`src/rtl/am2940_core8.sv`:
```
// Am2940-style 8-bit DMA address generator: control register, address register/counter
// and word-count register/counter driven by a 3-bit instruction, with mode-dependent DONE.
module am2940_core8 (
    input  logic       clk,
    input  logic       res,
    input  logic [2:0] i,
    input  logic [7:0] di,
    input  logic       en,
    // Data-out bus; "do" is a reserved word in SystemVerilog, hence dout.
    output logic [7:0] dout,
    output logic [7:0] a,
    output logic       done,
    output logic       aco
);

    localparam logic [2:0] I_WRCR   = 3'd0;
    localparam logic [2:0] I_RDCR   = 3'd1;
    localparam logic [2:0] I_RDWC   = 3'd2;
    localparam logic [2:0] I_RDAC   = 3'd3;
    localparam logic [2:0] I_REINIT = 3'd4;
    localparam logic [2:0] I_LDAD   = 3'd5;
    localparam logic [2:0] I_LDWC   = 3'd6;
    localparam logic [2:0] I_ENCT   = 3'd7;

    localparam logic [1:0] MODE_WC_DOWN = 2'b00;
    localparam logic [1:0] MODE_WC_UP   = 2'b01;
    localparam logic [1:0] MODE_AC_TERM = 2'b10;
    localparam logic [1:0] MODE_FREE    = 2'b11;

    logic [2:0] cr_q,  cr_d;
    logic [7:0] ar_q,  ar_d;
    logic [7:0] ac_q,  ac_d;
    logic [7:0] wcr_q, wcr_d;
    logic [7:0] wc_q,  wc_d;

    logic [1:0] mode;
    logic       clear_mode;
    logic       count_en;

    // Modulo-256 single step; wrap-around is the intended behaviour in both directions.
    function automatic logic [7:0] step8(input logic [7:0] val, input logic down);
        logic [7:0] r;
        if (down) r = val - 8'd1;
        else      r = val + 8'd1;
        return r;
    endfunction

    assign mode       = cr_q[1:0];
    assign clear_mode = cr_q[0];

    always_comb begin
        done = 1'b0;
        case (mode)
            MODE_WC_DOWN: done = (wc_q == 8'h01);
            MODE_WC_UP:   done = (wc_q == wcr_q);
            MODE_AC_TERM: done = (ac_q == wcr_q);
            MODE_FREE:    done = 1'b0;
            default:      done = 1'b0;
        endcase
    end

    // Mode 11 never raises done, so gating on done alone covers the inhibit rule.
    assign count_en = (i == I_ENCT) && en && !done;

    assign aco = count_en && (cr_q[2] ? (ac_q == 8'h00) : (ac_q == 8'hFF));
    assign a   = ac_q;

    always_comb begin
        dout = 8'h00;
        case (i)
            I_RDCR:  dout = {5'b00000, cr_q};
            I_RDWC:  dout = wc_q;
            I_RDAC:  dout = ac_q;
            default: dout = 8'h00;
        endcase
    end

    always_comb begin
        cr_d  = cr_q;
        ar_d  = ar_q;
        ac_d  = ac_q;
        wcr_d = wcr_q;
        wc_d  = wc_q;
        case (i)
            I_WRCR: begin
                cr_d = di[2:0];
                if (di[0]) wc_d = 8'h00;
            end
            I_REINIT: begin
                ac_d = ar_q;
                wc_d = clear_mode ? 8'h00 : wcr_q;
            end
            I_LDAD: begin
                ar_d = di;
                ac_d = di;
            end
            I_LDWC: begin
                wcr_d = di;
                wc_d  = clear_mode ? 8'h00 : di;
            end
            I_ENCT: begin
                if (count_en) begin
                    ac_d = step8(ac_q, cr_q[2]);
                    wc_d = step8(wc_q, mode == MODE_WC_DOWN);
                end
            end
            default: begin
            end
        endcase
    end

    always_ff @(posedge clk or posedge res) begin
        if (res) begin
            cr_q  <= 3'b000;
            ar_q  <= 8'h00;
            ac_q  <= 8'h00;
            wcr_q <= 8'h00;
            wc_q  <= 8'h00;
        end else begin
            cr_q  <= cr_d;
            ar_q  <= ar_d;
            ac_q  <= ac_d;
            wcr_q <= wcr_d;
            wc_q  <= wc_d;
        end
    end

endmodule

```
`config.mk`:
```
export PLATFORM = sky130hd
export DESIGN_NAME = am2940_core8
export DESIGN_NICKNAME = d
export VERILOG_FILES = /design/src/rtl/am2940_core8.sv
export SDC_FILE = /design/constraint.sdc
export NUM_CORES = 1
export LEC_CHECK = 0
export CAP_MARGIN = 10
export CORE_MARGIN = 2
export CORE_UTILIZATION = 60
export CTS_BUF_LIST = sky130_fd_sc_hd__clkbuf_16
export DETAILED_ROUTE_END_ITERATION = 8
export GPL_ROUTABILITY_DRIVEN = 0
export PLACE_DENSITY_LB_ADDON = 0.15
export SLEW_MARGIN = 0
export SYNTH_ARGS = -nofsm -noshare
export SYNTH_HDL_FRONTEND = slang
export SYNTH_SLANG_ARGS = --single-unit
```
`constraint.sdc`:
```
create_clock -name clk -period 3.85 [get_ports clk]
set_input_delay 0.77 -clock clk [delete_from_list [all_inputs] [get_ports clk]]
set_output_delay 0.77 -clock clk [all_outputs]
set_load 0.03 [all_outputs]
```
[After elaboration in Yosys (flattened, before gate mapping)]
Index checks and enable logic that the tools add are counted.
Operators by class
  equal/unequal tests: 16
  add/subtract/negate cells: 4
  multiplexer cells: 12
  reductions and logical operators: 11
Operators by type and width (count)
  $mux W8: 7
  $pmux W8 S3: 2
  $pmux W8 S4: 1
  $add A8 B1 Y8 const B: 2
  $eq A8 B8 Y1: 2
  $sub A8 B1 Y8 const B: 2
  $eq A3 B3 Y1 const B: 4
  $eq A8 B1 Y1 const B: 1
  $eq A8 B8 Y1 const B: 1
  $logic_not A8 Y1: 1
  $eq A3 B2 Y1 const B: 2
  $eq A2 B2 Y1 const B: 2
  $ne A2 B2 Y1 const B: 2
  $pmux W1 S4: 1
  $reduce_bool A4 Y1: 1
  $eq A3 B1 Y1 const B: 1
  $logic_and A1 B1 Y1: 3
  $logic_not A3 Y1: 1
  $reduce_and A3 Y1: 1
  $reduce_bool A3 Y1: 1
  $eq A2 B1 Y1 const B: 1
  $logic_not A2 Y1: 1
  $reduce_and A2 Y1: 1
  $logic_not A1 Y1: 1
  $mux W1: 1
Word-level totals
  logic and storage cells: 48
  flip-flop bits (word level): 35
  output and inout port bits: 18

[Depth between registers and ports, before layout]
  depth in word-level cells: 6
  depth in mapped cells: 10
  gate-level depth less buffers: 8

[Worst setup path after synthesis]
OpenSTA, ideal clock, no wires.
  path kind: reg2out
  start point: reg cr_q[0]
  end point: out aco
  data arrival time: 2208 ps
  path buffers: 1
  data required time: 3080 ps
  stages on the path, launching flop included: 9
  path slack: 872 ps
  cell sequence: dfrtp_1 > inv_1 > ha_1 > buf_2 > mux2i_1 > xnor2_1 > nor3_1 > a41o_1 > nor3_1
On the way
  cells in the longest elaborated chain, start to end: 5
RTL lines
  start: declaration: line 30  | logic [2:0] cr_q, cr_d;
  start signal: assignment: line 120  | cr_q <= cr_d;
  $eq A2 B2 Y1 (tied with other cells): line 53  | case (mode)
  $pmux W1 S4 *: line 53
  $logic_not A1 Y1 *: line 63  | assign count_en = (i == I_ENCT) && en && !done;
  $logic_and A1 B1 Y1 *: line 63
  $logic_and A1 B1 Y1 *: line 65  | assign aco = count_en && (cr_q[2] ? (ac_q == 8'h00) : (ac_q == 8'hFF));
  end: declaration: line 13  | output logic aco
Mark *: on every way between the ends. The rest lies on a longest branch, timed or not.

[Final worst setup path]
  start point: reg cr_q[0]
  end point: out done
On the way
  cells in the longest elaborated chain, start to end: 2
RTL lines
  $eq A2 B2 Y1 (tied with other cells): line 53
  $pmux W1 S4 *: line 53
  end: declaration: line 12  | output logic done,
Marked as above.

==> run summary <==
Synth area leaders = dfrtp_1 33%, mux2_2 9.6%, mux2i_1 9.3%
syn_nets = 315
RSZ-0062 raised after global routing = false
Starting Density = 0.6221
Vias/cell = 6.745
#FFs+latches synth = 35
CP max FO = 6
synthesized area = 2690 um2
asr flop ratio synth = 1.000
cell row count = 24
WP data required = 3.08 ns
CP startpoint kind = flop
fin crit period = 3.683 ns
Post-CTS Repair Setup Buffers = 0
PD cells = 551.8 nW/um2
initial antenna violation count = 0
top cells by count, synth = 35 x dfrtp_1, 25 x mux2i_1, 23 x mux2_2, 23 x nor2_1, 22 x nand2_1
placed instance count = 364
critical path cell sequence = inv_1 > ha_2 > mux2i_1 > nor2_1 > nor4b_2 > nand4_1 > o41ai_1 > clkdlybuf4s50_1
Yosys Warn Count = 0
share of post-route cells with drive strength above 1 = 0.1594
vias in the first global route = 2272
TritonRoute pass-1 iters = 5
Crit Path Class = reg2out
clock sinks = 35
Final setup viols = 0
Core Area = 4324 um2
Post-CTS Resized = 0
clock tree buffer depth = 2
Area growth syn-to-layout = 19.77%
Crit path max-delay family = buffers and inverters
number of flops mapped to enable cells by yosys = 0
number of routed nets with antenna violations = 0
H-tree Lvls = 2
slowest stage delay, CP = 0.74 ns
post-synthesis sequential area ratio = 0.3256
first-pass GRT wire length = 11610 um
DR iter-0 viols = 240
Critical-path top delay cell = clkdlybuf4s50_1
# nets final = 346
most numerous cell in the Yosys netlist = dfrtp_1
CTS tree = done
area leader, netlist = dfrtp_1
arrival time worst endpoint = 2.91 ns
die width = 70.96 um
Slew Limit Fails = 0
die area = 5035 um2
Crit. End Element = output port
Root Driver = clkbuf_16
Top-Level Pins = 32
max-cap violations = 0
Residual DRC = 0
ANT cells = 0
total wire length = 7127 um
hpwl dp = 5073 um
largest net degree at the start of global routing = 36
post-synthesis cell type count = 58
hold crit path type = reg2reg
fillers = 335
GRT overflow = 0
WP buf/inv = 2
final hold viol count = 0
clock latency on the worst-skew pair = 0.28 ns
Main synth FF type = dfrtp_1
top-area cell type share of the netlist area = 0.3256
Avg Cell Area, Syn = 9.341 um2
Total GRT Usage = 0.2920
Max Freq = 271.5 MHz
Final Cycle Share = 0.9567
Die Ht = 70.96 um
LEAKAGE = 1.331 nW
skew final = 0.005693 ns
Syn Inst Count = 288
port bufs = 31
TritonCTS buffer count = 5
drt wl/cell = 19.16 um
maximum vdd drop = 343.7 uV
CTS Hold Buffers Added = 0
status = finished, final reports clean
Total Neg Setup Slack = 0 ns
Worst slew margin = 0.5137
vias post-DR = 2509
Worst-path clk slew = 0.05 ns
final total power = 1.778 mW
Layout Cells excl Fill = 372
Worst Tran Pin Value = 0.7201 ns
==> final timing paths <==
kind / end / from / cells after the start / slack [ns]
worst min-delay path: ar_q[6] / ar_q[6] / 1 / 0.50
worst max-delay path: done / cr_q[0] / 8 / 0.17
max in group asynchronous: a[4] / res / 3 / 2.62
worst max register to register: a[3] / cr_q[0] / 8 / 1.00
worst min register to register: ar_q[6] / ar_q[6] / 1 / 0.50
min in group asynchronous: wc_q[5] / res / 3 / 0.90
==> per-layer routing <==
metal | vias to the layer above | track usage | routed length, um
met5 | - | 0 | 0
li1 | 1156 | - | -
met2 | 146 | 0.4434 | 3218
met1 | 1193 | 0.4296 | 3088
met4 | 0 | 0.07966 | 123
met3 | 14 | 0.05413 | 696
==> through the flow <==
stage          setup WS, ns  instance area [um2]  hold WS [ns]    util
3_3_place_gp         0.5133                 3055        0.4844  0.7066
3_5_place_dp         0.4201                 3055        0.4928  0.7066
2_1_floorplan        0.8719                 2690        0.4661       -
4_1_cts              0.1008                 3219        0.5049  0.7445
5_1_grt             0.03776                 3222        0.5072  0.7451
6_report             0.1667                 3222        0.4963  0.7451
==> area by class of cell <==
cell class / count / area, um2 / area share
clock buffer: 5 / 125.1 / 0.03883
clock inverter: 3 / 38.79 / 0.01204
inverter: 8 / 30.03 / 0.009320
multi-input combinational: 228 / 1712 / 0.5313
sequential: 35 / 875.8 / 0.2718
tap: 52 / 65.06 / 0.02019
timing repair buffer: 41 / 375.4 / 0.1165
==> state kept, by name, summed over array words and instances, names as in the netlist <==
signal	cells
ar_q	8
cr_q	3
wc_q	8
wcr_q	8
a	8
==> layout by cell type (no fill, tap or decap), drive strengths merged, types with 7 or more instances in the layout <==
cell type	Yosys	final
a21oi	12	12
buf	7	14
clkdlybuf4s50	0	27
dfrtp	35	35
ha	12	12
inv	7	7
mux2	23	23
mux2i	25	25
nand2	22	22
nand3	13	13
nor2	23	23
o21ai	17	17
xnor2	8	8
==> power breakdown <==
| part | internal [mW] | switching, mW |
|---|---|---|
| clock | 0.302 | 0.154 |
| sequential | 0.443 | 0.121 |
| combinational | 0.350 | 0.408 |
==> logic make-up after synthesis <==
| logic type | count (synthesis) | share of synthesized area |
|---|---|---|
| simple gates | 89 | 0.1688 |
| compound gates | 68 | 0.1814 |
| mux | 48 | 0.1893 |
| flops | 35 | 0.3256 |
| buf+inv | 25 | 0.03907 |
| fa+ha+maj | 13 | 0.06325 |
| xor+xnor | 10 | 0.03256 |
(Power assumes the default switching activity.)
